<file path="src/rtl/swervolf_sevseg_pkg.sv">
// Shared constants for the SweRVolf seven-segment controller: register map,
// CTRL field positions, hex glyph table and the byte-lane merge helper.
package swervolf_sevseg_pkg;

  localparam int WB_AW = 5;
  localparam int WB_DW = 32;

  localparam logic [2:0] REG_CTRL      = 3'd0;
  localparam logic [2:0] REG_DIG_EN    = 3'd1;
  localparam logic [2:0] REG_DP        = 3'd2;
  localparam logic [2:0] REG_RAW_MODE  = 3'd3;
  localparam logic [2:0] REG_DIGITS_LO = 3'd4;
  localparam logic [2:0] REG_DIGITS_HI = 3'd5;
  localparam logic [2:0] REG_RAW_WR    = 3'd6;
  localparam logic [2:0] REG_STATUS    = 3'd7;

  localparam int CTRL_EN_BIT     = 0;
  localparam int CTRL_BRIGHT_LSB = 4;
  localparam int CTRL_GAP_BIT    = 8;
  localparam logic [8:0] CTRL_WR_MASK = 9'h1F1;

  // Active-high {a,b,c,d,e,f,g}; entry 15 is listed first.
  localparam logic [15:0][6:0] HEX_SEG = {
    7'h47, 7'h4F, 7'h3D, 7'h4E, 7'h1F, 7'h77, 7'h7B, 7'h7F,
    7'h70, 7'h5F, 7'h5B, 7'h33, 7'h79, 7'h6D, 7'h30, 7'h7E
  };

  function automatic logic [31:0] wb_merge(input logic [31:0] old_val,
                                           input logic [31:0] wdat,
                                           input logic [3:0]  sel);
    logic [31:0] m;
    m = {{8{sel[3]}}, {8{sel[2]}}, {8{sel[1]}}, {8{sel[0]}}};
    return (old_val & ~m) | (wdat & m);
  endfunction

endpackage

</file>
<file path="src/rtl/swervolf_sevseg_if.sv">
// Wishbone slave bundle for the seven-segment controller.
interface swervolf_sevseg_if;
  import swervolf_sevseg_pkg::*;

  logic [WB_AW-1:0] i_wb_adr;
  logic [WB_DW-1:0] i_wb_dat;
  logic [3:0]       i_wb_sel;
  logic             i_wb_we;
  logic             i_wb_cyc;
  logic             i_wb_stb;
  logic [WB_DW-1:0] o_wb_rdt;
  logic             o_wb_ack;

  modport master (
    output i_wb_adr, i_wb_dat, i_wb_sel, i_wb_we, i_wb_cyc, i_wb_stb,
    input  o_wb_rdt, o_wb_ack
  );

  modport slave (
    input  i_wb_adr, i_wb_dat, i_wb_sel, i_wb_we, i_wb_cyc, i_wb_stb,
    output o_wb_rdt, o_wb_ack
  );
endinterface

</file>
<file path="src/rtl/swervolf_sevseg_decoder.sv">
// Combinational hex nibble to active-high segment pattern.
module swervolf_sevseg_decoder
  import swervolf_sevseg_pkg::*;
(
  input  logic [3:0] i_nib,
  output logic [6:0] o_seg
);
  assign o_seg = HEX_SEG[i_nib];
endmodule

</file>
<file path="src/rtl/swervolf_sevseg_ctrl.sv">
// Wishbone-mapped multiplexed seven-segment controller with frame-synchronous
// shadow registers, PWM brightness and an optional inter-digit blanking gap.
module swervolf_sevseg_ctrl
  import swervolf_sevseg_pkg::*;
#(
  parameter int N_DIGITS  = 8,
  parameter int SCAN_DIV  = 16384,
  parameter int BLANK_CYC = 32
) (
  input  logic                i_clk,
  input  logic                i_rst_n,
  swervolf_sevseg_if.slave    wb,
  output logic [N_DIGITS-1:0] o_an,
  output logic [6:0]          o_seg,
  output logic                o_dp,
  output logic                o_frame
);
  localparam int CW = $clog2(SCAN_DIV);
  localparam logic [CW-1:0] CNT_MAX = CW'(SCAN_DIV - 1);
  localparam logic [3:0]    IDX_MAX = 4'(N_DIGITS - 1);
  localparam logic [CW-1:0] BLANK   = CW'(BLANK_CYC);

  logic                     ack_q, ack_d;
  logic [31:0]              rdt_q, rdt_d;
  logic [8:0]               ctrl_q, ctrl_d;
  logic [N_DIGITS-1:0]      dig_en_q, dig_en_d, dp_en_q, dp_en_d, raw_mode_q, raw_mode_d;
  logic [31:0]              digits_lo_q, digits_lo_d, digits_hi_q, digits_hi_d;
  logic [N_DIGITS-1:0][6:0] raw_q, raw_d;
  logic [3:0]               raw_idx_q, raw_idx_d;

  logic [3:0]               sh_bright_q, sh_bright_d;
  logic                     sh_gap_q, sh_gap_d;
  logic [N_DIGITS-1:0]      sh_dig_en_q, sh_dig_en_d, sh_dp_en_q, sh_dp_en_d;
  logic [N_DIGITS-1:0]      sh_raw_mode_q, sh_raw_mode_d;
  logic [63:0]              sh_digits_q, sh_digits_d;
  logic [N_DIGITS-1:0][6:0] sh_raw_q, sh_raw_d;

  logic [CW-1:0]            cnt_q, cnt_d;
  logic [3:0]               idx_q, idx_d;
  logic [7:0]               frame_cnt_q, frame_cnt_d;
  logic [N_DIGITS-1:0]      an_q, an_d;
  logic [6:0]               seg_q, seg_d;
  logic                     dp_out_q, dp_out_d, frame_q, frame_d;

  logic        req, wr, en, frame_bnd, raw_wr_ok, lit;
  logic [2:0]  reg_sel;
  logic [3:0]  raw_wr_idx, sub;
  logic [31:0] rd_val;
  logic [6:0]  hex_seg, seg_src;
  logic [15:0] dig_en16, dp_en16, raw_mode16;
  logic [15:0][6:0] raw16;
  logic        unused_adr;

  assign unused_adr = ^wb.i_wb_adr[1:0];
  assign req        = wb.i_wb_cyc & wb.i_wb_stb & ~ack_q;
  assign wr         = req & wb.i_wb_we;
  assign reg_sel    = wb.i_wb_adr[4:2];
  assign raw_wr_idx = wb.i_wb_dat[11:8];
  assign raw_wr_ok  = wr & (reg_sel == REG_RAW_WR) & (&wb.i_wb_sel[1:0]) &
                      ({28'd0, raw_wr_idx} < 32'(N_DIGITS));
  assign en         = ctrl_q[CTRL_EN_BIT];
  assign frame_bnd  = en & (cnt_q == CNT_MAX) & (idx_q == IDX_MAX);

  always_comb begin
    ack_d       = wb.i_wb_cyc & wb.i_wb_stb & ~ack_q;
    ctrl_d      = ctrl_q;
    dig_en_d    = dig_en_q;
    dp_en_d     = dp_en_q;
    raw_mode_d  = raw_mode_q;
    digits_lo_d = digits_lo_q;
    digits_hi_d = digits_hi_q;
    raw_idx_d   = raw_wr_ok ? raw_wr_idx : raw_idx_q;
    if (wr) begin
      case (reg_sel)
        REG_CTRL:      ctrl_d      = 9'(wb_merge(32'(ctrl_q), wb.i_wb_dat, wb.i_wb_sel)) & CTRL_WR_MASK;
        REG_DIG_EN:    dig_en_d    = N_DIGITS'(wb_merge(32'(dig_en_q), wb.i_wb_dat, wb.i_wb_sel));
        REG_DP:        dp_en_d     = N_DIGITS'(wb_merge(32'(dp_en_q), wb.i_wb_dat, wb.i_wb_sel));
        REG_RAW_MODE:  raw_mode_d  = N_DIGITS'(wb_merge(32'(raw_mode_q), wb.i_wb_dat, wb.i_wb_sel));
        REG_DIGITS_LO: digits_lo_d = wb_merge(digits_lo_q, wb.i_wb_dat, wb.i_wb_sel);
        REG_DIGITS_HI: digits_hi_d = wb_merge(digits_hi_q, wb.i_wb_dat, wb.i_wb_sel);
        default: ;
      endcase
    end
  end

  always_comb begin
    rd_val = '0;
    case (reg_sel)
      REG_CTRL:      rd_val = 32'(ctrl_q);
      REG_DIG_EN:    rd_val = 32'(dig_en_q);
      REG_DP:        rd_val = 32'(dp_en_q);
      REG_RAW_MODE:  rd_val = 32'(raw_mode_q);
      REG_DIGITS_LO: rd_val = digits_lo_q;
      REG_DIGITS_HI: rd_val = digits_hi_q;
      REG_RAW_WR:    rd_val = {20'd0, raw_idx_q, 8'd0};
      REG_STATUS:    rd_val = {16'd0, frame_cnt_q, 4'd0, idx_q};
    endcase
    rdt_d = req ? rd_val : rdt_q;
  end

  // At a boundary the shadows take the pre-write live value; while disabled
  // they follow the incoming value so enabling shows the new settings at once.
  always_comb begin
    sh_bright_d   = sh_bright_q;
    sh_gap_d      = sh_gap_q;
    sh_dig_en_d   = sh_dig_en_q;
    sh_dp_en_d    = sh_dp_en_q;
    sh_raw_mode_d = sh_raw_mode_q;
    sh_digits_d   = sh_digits_q;
    if (frame_bnd) begin
      sh_bright_d   = ctrl_q[CTRL_BRIGHT_LSB +: 4];
      sh_gap_d      = ctrl_q[CTRL_GAP_BIT];
      sh_dig_en_d   = dig_en_q;
      sh_dp_en_d    = dp_en_q;
      sh_raw_mode_d = raw_mode_q;
      sh_digits_d   = {digits_hi_q, digits_lo_q};
    end else if (!en) begin
      sh_bright_d   = ctrl_d[CTRL_BRIGHT_LSB +: 4];
      sh_gap_d      = ctrl_d[CTRL_GAP_BIT];
      sh_dig_en_d   = dig_en_d;
      sh_dp_en_d    = dp_en_d;
      sh_raw_mode_d = raw_mode_d;
      sh_digits_d   = {digits_hi_d, digits_lo_d};
    end
  end

  for (genvar gi = 0; gi < N_DIGITS; gi++) begin : g_raw
    assign raw_d[gi]    = (raw_wr_ok && raw_wr_idx == 4'(gi)) ? wb.i_wb_dat[6:0] : raw_q[gi];
    assign sh_raw_d[gi] = frame_bnd ? raw_q[gi] : (!en ? raw_d[gi] : sh_raw_q[gi]);
  end

  assign dig_en16   = 16'(sh_dig_en_q);
  assign dp_en16    = 16'(sh_dp_en_q);
  assign raw_mode16 = 16'(sh_raw_mode_q);
  assign raw16      = (16 * 7)'(sh_raw_q);
  assign sub        = cnt_q[CW-1 -: 4];

  swervolf_sevseg_decoder u_dec (
    .i_nib (sh_digits_q[{idx_q, 2'b00} +: 4]),
    .o_seg (hex_seg)
  );

  always_comb begin
    cnt_d       = en ? cnt_q + 1'b1 : '0;
    idx_d       = idx_q;
    frame_cnt_d = frame_bnd ? frame_cnt_q + 8'd1 : frame_cnt_q;
    if (!en)
      idx_d = '0;
    else if (cnt_q == CNT_MAX)
      idx_d = (idx_q == IDX_MAX) ? 4'd0 : idx_q + 4'd1;
    lit      = en & dig_en16[idx_q] & (sub <= sh_bright_q) & (~sh_gap_q | (cnt_q >= BLANK));
    seg_src  = raw_mode16[idx_q] ? raw16[idx_q] : hex_seg;
    an_d     = lit ? ~(N_DIGITS'(1) << idx_q) : '1;
    seg_d    = lit ? ~seg_src : 7'h7F;
    dp_out_d = lit ? ~dp_en16[idx_q] : 1'b1;
    frame_d  = en & (idx_q == 4'd0) & (cnt_q == '0);
  end

  always_ff @(posedge i_clk or negedge i_rst_n) begin
    if (!i_rst_n) begin
      ack_q <= 1'b0;         rdt_q <= '0;          ctrl_q <= '0;
      dig_en_q <= '0;        dp_en_q <= '0;        raw_mode_q <= '0;
      digits_lo_q <= '0;     digits_hi_q <= '0;    raw_q <= '0;
      raw_idx_q <= '0;       sh_bright_q <= '0;    sh_gap_q <= 1'b0;
      sh_dig_en_q <= '0;     sh_dp_en_q <= '0;     sh_raw_mode_q <= '0;
      sh_digits_q <= '0;     sh_raw_q <= '0;       cnt_q <= '0;
      idx_q <= '0;           frame_cnt_q <= '0;    an_q <= '1;
      seg_q <= 7'h7F;        dp_out_q <= 1'b1;     frame_q <= 1'b0;
    end else begin
      ack_q <= ack_d;        rdt_q <= rdt_d;       ctrl_q <= ctrl_d;
      dig_en_q <= dig_en_d;  dp_en_q <= dp_en_d;   raw_mode_q <= raw_mode_d;
      digits_lo_q <= digits_lo_d; digits_hi_q <= digits_hi_d; raw_q <= raw_d;
      raw_idx_q <= raw_idx_d;     sh_bright_q <= sh_bright_d; sh_gap_q <= sh_gap_d;
      sh_dig_en_q <= sh_dig_en_d; sh_dp_en_q <= sh_dp_en_d;   sh_raw_mode_q <= sh_raw_mode_d;
      sh_digits_q <= sh_digits_d; sh_raw_q <= sh_raw_d;       cnt_q <= cnt_d;
      idx_q <= idx_d;        frame_cnt_q <= frame_cnt_d;      an_q <= an_d;
      seg_q <= seg_d;        dp_out_q <= dp_out_d; frame_q <= frame_d;
    end
  end

  assign wb.o_wb_ack = ack_q;
  assign wb.o_wb_rdt = rdt_q;
  assign o_an        = an_q;
  assign o_seg       = seg_q;
  assign o_dp        = dp_out_q;
  assign o_frame     = frame_q;

endmodule

</file>
<file path="src/flat_wrapper.sv">
// flat-port wrapper written by rule: the top's interface ports become plain ports
module swervolf_sevseg_ctrl_flat import swervolf_sevseg_pkg::*;
#(
  parameter int N_DIGITS  = 8,
  parameter int SCAN_DIV  = 16384,
  parameter int BLANK_CYC = 32
)
  (i_clk, i_rst_n, o_an, o_seg, o_dp, o_frame, wb_i_wb_adr, wb_i_wb_dat, wb_i_wb_sel, wb_i_wb_we, wb_i_wb_cyc, wb_i_wb_stb, wb_o_wb_rdt, wb_o_wb_ack);
  swervolf_sevseg_if wb_i ();
  input  logic i_clk;
  input  logic i_rst_n;
  output logic [N_DIGITS-1:0] o_an;
  output logic [6:0] o_seg;
  output logic o_dp;
  output logic o_frame;
  input wire logic [$bits(wb_i.i_wb_adr)-1:0] wb_i_wb_adr;
  input wire logic [$bits(wb_i.i_wb_dat)-1:0] wb_i_wb_dat;
  input wire logic [$bits(wb_i.i_wb_sel)-1:0] wb_i_wb_sel;
  input wire logic [$bits(wb_i.i_wb_we)-1:0] wb_i_wb_we;
  input wire logic [$bits(wb_i.i_wb_cyc)-1:0] wb_i_wb_cyc;
  input wire logic [$bits(wb_i.i_wb_stb)-1:0] wb_i_wb_stb;
  output wire logic [$bits(wb_i.o_wb_rdt)-1:0] wb_o_wb_rdt;
  output wire logic [$bits(wb_i.o_wb_ack)-1:0] wb_o_wb_ack;
  assign wb_i.i_wb_adr = wb_i_wb_adr;
  assign wb_i.i_wb_dat = wb_i_wb_dat;
  assign wb_i.i_wb_sel = wb_i_wb_sel;
  assign wb_i.i_wb_we = wb_i_wb_we;
  assign wb_i.i_wb_cyc = wb_i_wb_cyc;
  assign wb_i.i_wb_stb = wb_i_wb_stb;
  assign wb_o_wb_rdt = wb_i.o_wb_rdt;
  assign wb_o_wb_ack = wb_i.o_wb_ack;
  swervolf_sevseg_ctrl #(.N_DIGITS(N_DIGITS), .SCAN_DIV(SCAN_DIV), .BLANK_CYC(BLANK_CYC)) u_core (.i_clk(i_clk), .i_rst_n(i_rst_n), .wb(wb_i), .o_an(o_an), .o_seg(o_seg), .o_dp(o_dp), .o_frame(o_frame));
endmodule
</file>
<file path="config.mk">
export PLATFORM = sky130hd
export DESIGN_NAME = swervolf_sevseg_ctrl_flat
export DESIGN_NICKNAME = d
export VERILOG_FILES = /design/src/rtl/swervolf_sevseg_pkg.sv /design/src/rtl/swervolf_sevseg_if.sv /design/src/rtl/swervolf_sevseg_decoder.sv /design/src/rtl/swervolf_sevseg_ctrl.sv /design/src/flat_wrapper.sv
export SDC_FILE = /design/constraint.sdc
export NUM_CORES = 1
export LEC_CHECK = 0
export CELL_PAD_IN_SITES_DETAIL_PLACEMENT = 1
export CELL_PAD_IN_SITES_GLOBAL_PLACEMENT = 1
export CORE_MARGIN = 4
export CORE_UTILIZATION = 50
export CTS_BUF_LIST = sky130_fd_sc_hd__clkbuf_2 sky130_fd_sc_hd__clkbuf_4 sky130_fd_sc_hd__clkbuf_8
export CTS_CLUSTER_DIAMETER = 100
export DETAILED_ROUTE_END_ITERATION = 8
export PLACE_DENSITY = 0.81
export SYNTH_ARGS = -nofsm -noshare
export SYNTH_HDL_FRONTEND = slang
export SYNTH_HIERARCHICAL = 1
export SYNTH_SLANG_ARGS = --single-unit
export TNS_END_PERCENT = 100
</file>
<file path="constraint.sdc">
create_clock -name i_clk -period 3.45 [get_ports i_clk]
set_input_delay 1.035 -clock i_clk [delete_from_list [all_inputs] [get_ports i_clk]]
set_output_delay 1.035 -clock i_clk [all_outputs]
set_load 0.005 [all_outputs]
</file>
==> results of run 1 <==
per-layer routing:
metal	track usage	vias up	share of wire
met3	0.0674	108	0.068
met1	0.369	7017	0.41
li1	-	5855	-
met4	0.112	4	0.035
met2	0.460	460	0.49
met5	0	-	0.00050
cells by family (layout without fill, tap and decap cells):
family / Yosys count / count (layout)
AOI/OAI and AO/OA: 295 / 295
xor gates and xnor gates: 16 / 16
adders and majority gates: 20 / 20
buffers and inverters: 134 / 293
DFF: 379 / 379
muxes: 210 / 210
and+or+nand+nor: 507 / 507
cell type report:
class	instances	area, um2
Fill cell	3611	14100
Clock buffer	107	1350
Sequential cell	379	9510
Timing Repair Buffer	153	1540
Clock inverter	6	36.3
Multi-Input combinational cell	1048	7620
Inverter	27	104
Tap cell	455	569
through the flow:
stage                     instances  cell area [um2]  worst slack (ns)  power (uW)
after global routing           2175            20700             0.117       11200
after CTS                      2175            20700             0.258       10800
after global placement         2062            19300           -0.0192        6360
after floorplan                1561            17700             0.366        5810
final                          2175            20700             0.227       10700
after detailed placement       2062            19300           -0.0502        6450
cell usage in the layout, fill, tap and decap left out, types with 22 or more instances in the layout:
cell               n
mux4_2            46
a22oi_1           76
nor2_1            44
dfrtp_1          361
a21oi_1           22
nand2_1          317
mux2_2           144
clkbuf_8          87
a22o_1            36
o21ai_0           62
clkdlybuf4s50_1   91
a21o_1            41
inv_1             26
nand3_1           65
buf_4             47
state kept, by name, summed over array words and instances (netlist names), 14 cells and up, named ones only:
name and count:
u_core/cnt_q 14, u_core/wb.o_wb_rdt 32, u_core/raw_q 56, u_core/digits_lo_q 32
u_core/sh_digits_q 64, u_core/digits_hi_q 32, u_core/raw16 56
power by group through the flow:
stage,logic [uW],clock network (uW),registers (uW)
3_5_place_dp,1320,0,5120
5_1_grt,1470,4600,5100
4_1_cts,1340,4380,5060
3_3_place_gp,1260,0,5100
2_1_floorplan,787,0,5020
6_report,1340,4280,5070
worst max path at each step:
stage               depth (start not counted)             from                endpoint  slack (ns)
floorplan                                  12  u_core/idx_q[0]         u_core/o_seg[3]        0.37
global placement                            6   wb_i_wb_adr[3]  u_core/sh_digits_q[37]       -0.02
detailed placement                          6   wb_i_wb_adr[3]  u_core/sh_digits_q[37]       -0.05
CTS                                         9  u_core/idx_q[1]         u_core/o_seg[3]        0.26
global route                                9  u_core/idx_q[1]         u_core/o_seg[3]        0.12
finish                                      9  u_core/idx_q[1]         u_core/o_seg[3]        0.23
==> flow_summary.json, run 1 <==
{
  "yosys.area_share.simple": 0.127,
  "synth_warnings": 6,
  "slew_headroom": 0.358,
  "fmax_ghz": 0.310,
  "die_w_um": 196,
  "gp_congestion": 0.860,
  "portBuffers": 93,
  "rsz0062_at_grt": "false",
  "critPathKind": "register to register",
  "synthAdderAreaFrac": 0.0141,
  "clk_latency_ns": 0.60,
  "rows": 68,
  "synth_top_area_share": 0.512,
  "antenna_found_initial": 2,
  "timing.hold.ws_ns": 0.431,
  "netlist_area_um2": 17700,
  "synth-edff-count": 0,
  "num_vias": 13400,
  "drive_gt1_frac": 0.231,
  "num_antenna_cells": 0,
  "drt_iter0_drc": 915,
  "path_clk_slew_ns": 0.06,
  "dieArea_um2": 38600,
  "fin_util": 0.596,
  "synthMuxAreaShare": 0.162,
  "cp_data_required_time_ns": 3.98,
  "hold_viol_final": 0,
  "synth_common_cells": "dfrtp_1, nand2_1, mux2_2",
  "async_flop_share": 1.00,
  "tns_ns": 0,
  "slowest_stage": "dfrtp_2",
  "synth_xor_area_frac": 0.00790,
  "root_buffer": "clkbuf_8",
  "setup_viol": 0,
  "switching_power_uw": 2870,
  "path_buf_inv": 2,
  "area_growth_pct": 16.9,
  "yosysTopAreaCell": "dfrtp_1",
  "die_h_um": 196,
  "synth_fp_nets": 1627,
  "crit_fanout": 21,
  "slew_viol_final": 0,
  "final_nets": 1741,
  "r2r-start": "u_core/idx_q[1]",
  "syn_area_per_cell_um2": 11.4,
  "ir_drop_mv": 0.305,
  "start_util": 0.510,
  "synth_compound_area_frac": 0.118,
  "crit_top_cell": "mux4_2",
  "clock_skew_ns": 0.0313,
  "synthTopCellsByArea": "dfrtp_1, mux2_2, nand2_1",
  "grt_usage": 0.283,
  "yosysMostFrequentCell": "dfrtp_1",
  "synthFlopType": "dfrtp_1",
  "cts_tree": "yes",
  "drc": 0,
  "drt_first_pass_iters": 5,
  "grt_pass1_wl_um": 85800,
  "status": "complete, no violations",
  "ios": 96,
  "cpPeakStageDelay_ns": 0.78,
  "crit_path_cell_trace": "mux4_2 -> mux4_2 -> inv_1 -> ha_1 -> inv_1 -> mux4_2 -> o21ai_0 -> o31ai_1 -> nand2_1",
  "postRouteWirelength_um": 53700,
  "cp-start-kind": "register",
  "drv_cap": 0,
  "detailed_place_hpwl_um": 35000,
  "overflow": 0,
  "worstReg2RegEnd": "u_core/o_seg[3]",
  "power_leakage_uw": 0.00982,
  "pwr-share-comb": 0.125,
  "internal-power_uw": 7820,
  "route.antenna.remaining_nets": 0,
  "yosys_register_bits": 379,
  "pwr-share-seq": 0.474,
  "p_per_area_nw_per_um2": 516,
  "finalCritPeriodShare": 0.934,
  "fin_crit_ns": 3.22,
  "holdBufCountCts": 0,
  "crit_arrival_ns": 3.75,
  "max_slew.worst_pin.slew_ns": 0.961,
  "cp_top_family": "multiplexers",
  "cts_resized": 0,
  "core_area_um2": 34800,
  "wl_per_cell_um": 24.7,
  "cts_max_level": 3,
  "yosysSeqAreaShare": 0.536,
  "clock_path_buffers": 3,
  "hold_path_class": "input pin to async pin",
  "grt_max_degree": 145,
  "synth_top_family_by_area": "multiplexers",
  "reg2reg_depth": 9,
  "viasPerCell": 6.18,
  "clock_sinks": 379,
  "synth_cell_types": 61,
  "cts_buffers": 66,
  "grt_pass1_vias": 15000,
  "sw_frac_of_total": 0.268,
  "ff2ff_setup_slack_ns": 0.23,
  "clkPwrFrac": 0.401,
  "netlist_instances": 1561,
  "cts_setup_buffers": 0,
  "crit_path_end_kind": "register"
}
Note: power is estimated with default switching activity, not from simulation.
==> run 2, diff against run 1 <==
Settings changed: CORE_UTILIZATION 50 to 46, PLACE_DENSITY 0.81 to 0.78.
Clock period 3.45 ns to 2.6 ns, I/O delays scaled along.
==> run 2 against run 1 <==
  * Clock skew fell by 0.011 ns
  * Total power rose by 34%
  * Count of clock-buffer cells in the layout fell by 2
  * Critical endpoint unchanged
  * Sequential share of layout area fell by 2.1 points
  * Critical path depth did not move
  * The run now ends with negative setup slack left
  * Cell area rose by 4.8%
  * Hold slack got worse by 0.32 ns
==> flow_summary.json, run 2 (synthesis gave the netlist of run 1 again) <==
{
  "status": "complete, but fails checks",
  "violations": "negative setup slack",
  "rsz0062_at_grt": "true",
  "core_area_um2": 37800,
  "holdBufCountCts": 0,
  "path_clk_slew_ns": 0.06,
  "portBuffers": 93,
  "sw_frac_of_total": 0.277,
  "nFillCells": 4027,
  "regMostFlops": "u_core/sh_digits_q",
  "die_h_um": 204,
  "layout_commonest_cell": "dfrtp_1",
  "rows": 71,
  "drc": 0,
  "cts_buffers": 67,
  "grt_usage": 0.274,
  "switching_power_uw": 3980,
  "postRouteWirelength_um": 56800,
  "drive_gt1_frac": 0.284,
  "cts_tree": "yes",
  "finalCritPeriodShare": 1.09,
  "antenna_found_initial": 0,
  "largest_reg_flops": 64,
  "post-place-ws_ns": -0.418,
  "clock_sinks": 379,
  "setup_viol": 7,
  "grt_pass1_vias": 15300,
  "internal-power_uw": 10400,
  "gp_congestion": 0.901,
  "setup_slack_ns": -0.232,
  "cp_data_required_time_ns": 3.15,
  "crit_arrival_ns": 3.38,
  "clk_latency_ns": 0.61,
  "stdcell_count": 2336,
  "max_slew.worst_pin.slew_ns": 0.649,
  "viasPerCell": 5.99,
  "final_nets": 1846,
  "cts_max_level": 3,
  "drt_iter0_drc": 1097,
  "root_buffer": "clkbuf_8",
  "route.antenna.remaining_nets": 0,
  "drt_first_pass_iters": 5,
  "critPathKind": "register to register",
  "num_vias": 14000,
  "pwr-share-comb": 0.136,
  "slew_headroom": 0.567,
  "area_growth_pct": 22.5,
  "hold_path_class": "input pin to async pin",
  "multi_input_area_um2": 7750,
  "pwr-share-seq": 0.469,
  "crit_fanout": 5,
  "crit_path_end_kind": "register",
  "seqCellArea_um2": 9510,
  "fin_util": 0.574,
  "die_w_um": 204,
  "detailed_place_hpwl_um": 37900,
  "tns_ns": -1.21,
  "final_cell_mix": "dfrtp_1, nand2_1, mux2_2, buf_4, clkdlybuf4s50_1",
  "drv_cap": 0,
  "cp-start-kind": "register",
  "hold_viol_final": 0,
  "grt_max_degree": 69,
  "fin_crit_ns": 2.83,
  "start_util": 0.469,
  "slew_viol_final": 0,
  "power_leakage_uw": 0.0103,
  "dp.cells": 2214,
  "p_per_area_nw_per_um2": 662,
  "fmax_ghz": 0.353,
  "ir_drop_mv": 0.294,
  "num_antenna_cells": 0,
  "ios": 96,
  "clock_path_buffers": 3,
  "clock_skew_ns": 0.0198,
  "wl_per_cell_um": 24.3,
  "dieArea_um2": 41800,
  "clkPwrFrac": 0.396,
  "grt_pass1_wl_um": 89900,
  "overflow": 0
}
run 2: worst paths after layout:
path / startpoint / endpoint / slack (ns) / cells after the start
setup / recovery: u_core/idx_q[0] / u_core/o_seg[3] / -0.23 / 9
max in group asynchronous: i_rst_n / u_core/sh_digits_q[3] / 1.67 / 2
hold reg to reg: u_core/sh_digits_q[9] / u_core/sh_digits_q[9] / 0.48 / 2
setup reg to reg: u_core/idx_q[0] / u_core/o_seg[3] / -0.23 / 9
min in group i_clk: u_core/sh_digits_q[9] / u_core/sh_digits_q[9] / 0.48 / 2
hold / removal: i_rst_n / u_core/wb.o_wb_rdt[23] / 0.11 / 1
run 2: per-layer routing:
metal	global-route usage	wire (um)	vias up
met5	0	0	-
met1	0.367	24000	7403
li1	-	-	6044
met2	0.459	28700	460
met3	0.0451	2710	96
met4	0.0881	1460	0
run 2: timing repair:
action,CTS,global route
setup buffers,5,3
pin swaps,1,8
endpoints found under the setup margin,16,30
resized for setup,10,20
run 2: final cells by class:
class / instances / area share
multi-input cells: 1048 / 0.357
inverters: 27 / 0.00501
well taps: 511 / 0.0294
flip-flops and latches: 379 / 0.438
repair buffers: 257 / 0.108
clock buffers: 105 / 0.0602
clock inverters: 9 / 0.00288
run 2: through the flow:
| step | power (uW) | hold WS (ns) | instance area [um2] |
|---|---|---|---|
| 2_1_floorplan | 7720 | 0.433 | 17800 |
| 3_3_place_gp | 8550 | 0.447 | 20200 |
| 3_5_place_dp | 8660 | 0.461 | 20200 |
| 4_1_cts | 14400 | 0.0968 | 21600 |
| 5_1_grt | 15000 | 0.135 | 21700 |
| 6_report | 14400 | 0.114 | 21700 |
run 2: power by group through the flow:
stage,Sequential (uW),Clock [uW],Combinational (uW)
finish,6740,5690,1950
global route,6780,6130,2110
CTS,6720,5820,1890
detailed placement,6820,0,1850
global placement,6790,0,1760
floorplan,6670,0,1060
run 2: worst max-delay path, stage by stage, from the launching register on:
cell     delay [ns]
dfrtp_2        0.44
buf_12         0.15
mux4_2         0.55
mux4_2         0.60
inv_4          0.14
ha_4           0.21
mux4_2         0.46
o21ai_2        0.07
o31ai_1        0.08
nand2_1        0.08
==> run 3, diff against run 2 <==
Settings changed: CORE_ASPECT_RATIO set to 0.9.
==> run 3 against run 2 <==
  * Combinational power barely moved
  * Critical path depth stayed put
  * Flip-flop and latch count unchanged
  * Cell area shrank 0.19%
  * Clock skew increased by 0.00060 ns
  * Critical path type unchanged
  * Total power fell by 0.86%
  * Final cell count decreased by 1.5%
  * Hold slack improved by 0.37 ns
  * Wire length about the same
  * Non-clock buffer count is 3 lower
  * The run still ends with negative setup slack left
  * Core utilization rose by 0.20 points
==> flow_summary.json, run 3 (synthesis gave the netlist of run 1 again) <==
{
  "viasPerCell": 6.10,
  "cp_data_required_time_ns": 3.13,
  "violations": "negative setup slack",
  "rsz0062_at_grt": "true",
  "dieArea_um2": 41800,
  "path_buf_inv": 2,
  "grt_max_degree": 80,
  "multi_input_area_um2": 7680,
  "placed_cell_area_um2": 20100,
  "slew_headroom": 0.576,
  "stdcell_count": 2302,
  "gp_congestion": 0.872,
  "portBuffers": 93,
  "final_cell_mix": "dfrtp_1, nand2_1, mux2_2",
  "cp-start-kind": "register",
  "start_util": 0.471,
  "postRouteWirelength_um": 56800,
  "layout_commonest_cell": "dfrtp_1",
  "cts_max_level": 3,
  "power_leakage_uw": 0.0103,
  "cts_buffers": 67,
  "p_per_area_nw_per_um2": 657,
  "core_area_um2": 37600,
  "seqCellArea_um2": 9510,
  "overflow": 0,
  "critPathKind": "register to register",
  "detailed_place_hpwl_um": 37500,
  "path_clk_slew_ns": 0.06,
  "nFillCells": 3920,
  "drc": 0,
  "antenna_found_initial": 1,
  "slowest_stage": "mux4_2",
  "ios": 96,
  "clock_skew_ns": 0.0204,
  "drv_cap": 0,
  "final_nets": 1843,
  "die_h_um": 194,
  "hold_path_class": "register to register",
  "setup_viol": 7,
  "cp_top_family": "multiplexers",
  "fin_util": 0.576,
  "clock_path_buffers": 3,
  "grt_pass1_wl_um": 87700,
  "status": "complete, but fails checks",
  "max_slew.worst_pin.slew_ns": 0.634,
  "area_growth_pct": 22.2,
  "grt_usage": 0.264,
  "grt_pass1_vias": 15200,
  "ir_drop_mv": 0.297,
  "fin_crit_ns": 2.86,
  "fmax_ghz": 0.349,
  "dp.cells": 2179,
  "wl_per_cell_um": 24.7,
  "cpPeakStageDelay_ns": 0.58,
  "drt_iter0_drc": 1335,
  "clk_latency_ns": 0.61,
  "crit_fanout": 5,
  "crit_path_cell_trace": "buf_8 -> mux4_2 -> mux4_2 -> inv_4 -> ha_4 -> mux4_2 -> o21ai_1 -> o31ai_1 -> nand2_1",
  "crit_path_end_kind": "register",
  "cts_tree": "yes",
  "rows": 67,
  "finalCritPeriodShare": 1.10,
  "tns_ns": -1.50,
  "num_vias": 14000,
  "hold_viol_final": 0,
  "setup_slack_ns": -0.264,
  "crit_top_cell": "mux4_2",
  "slew_viol_final": 0,
  "drive_gt1_frac": 0.277,
  "final_cell_area_um2": 21700,
  "crit_arrival_ns": 3.40,
  "drt_first_pass_iters": 5,
  "ff2ff_setup_slack_ns": -0.26,
  "num_antenna_cells": 0,
  "root_buffer": "clkbuf_8",
  "clock_sinks": 379,
  "largest_reg_flops": 64,
  "route.antenna.remaining_nets": 0,
  "timing.hold.ws_ns": 0.483,
  "regMostFlops": "u_core/sh_digits_q",
  "die_w_um": 215
}
## run 3: final timing paths
path,start,end,cells after the start
worst max-delay path,u_core/idx_q[0],u_core/o_seg[3],9
worst min-delay path,u_core/wb.o_wb_rdt[10],u_core/wb.o_wb_rdt[10],2
min in group asynchronous,i_rst_n,u_core/wb.o_wb_rdt[31],2
worst min register to register,u_core/wb.o_wb_rdt[10],u_core/wb.o_wb_rdt[10],2
worst max register to register,u_core/idx_q[0],u_core/o_seg[3],9
max in group asynchronous,i_rst_n,u_core/raw_q[21],4
## run 3: per-layer routing
layer	track usage	up-vias	wire [um]
li1	-	6052	-
met1	0.359	7331	23900
met2	0.426	510	27200
met3	0.0548	139	3720
met4	0.0926	2	1980
met5	0	-	9
## run 3: worst register-to-register path, cell delays in order (launching register included)
cell and delay [ns]:
dfrtp_4 0.45, buf_8 0.14, mux4_2 0.57, mux4_2 0.58, inv_4 0.14, ha_4 0.21
mux4_2 0.45, o21ai_1 0.09, o31ai_1 0.08, nand2_1 0.09
## run 3: where the power goes
group          internal, uW  total [uW]  leakage, uW  switching (uW)
clock network          3120        5550     0.000703            2430
logic                   880        1980      0.00454            1090
registers              6370        6720      0.00509             356
## run 3: area by class of cell
| type | instances | share of cell area |
|---|---|---|
| inverters | 27 | 0.00502 |
| well taps | 483 | 0.0279 |
| multi-input cells | 1048 | 0.354 |
| clock inverters | 1 | 0.000346 |
| flip-flops and latches | 379 | 0.439 |
| repair buffers | 254 | 0.114 |
| clock buffers | 110 | 0.0600 |
## run 3: through the flow
stage          setup slack (ns)  power (uW)
4_1_cts                  -0.237       14300
3_3_place_gp             -0.289        8570
2_1_floorplan            -0.267        7720
6_report                 -0.264       14300
5_1_grt                  -0.297       14900
3_5_place_dp             -0.401        8670
## run 3: what timing repair did
action,in CTS,in global routing
hold endpoints to repair,13,0
hold buffers,1,0
setup endpoints to repair,167,113
setup buffers,6,3
resized for setup,13,15
cloned,0,2
pin swaps,1,1
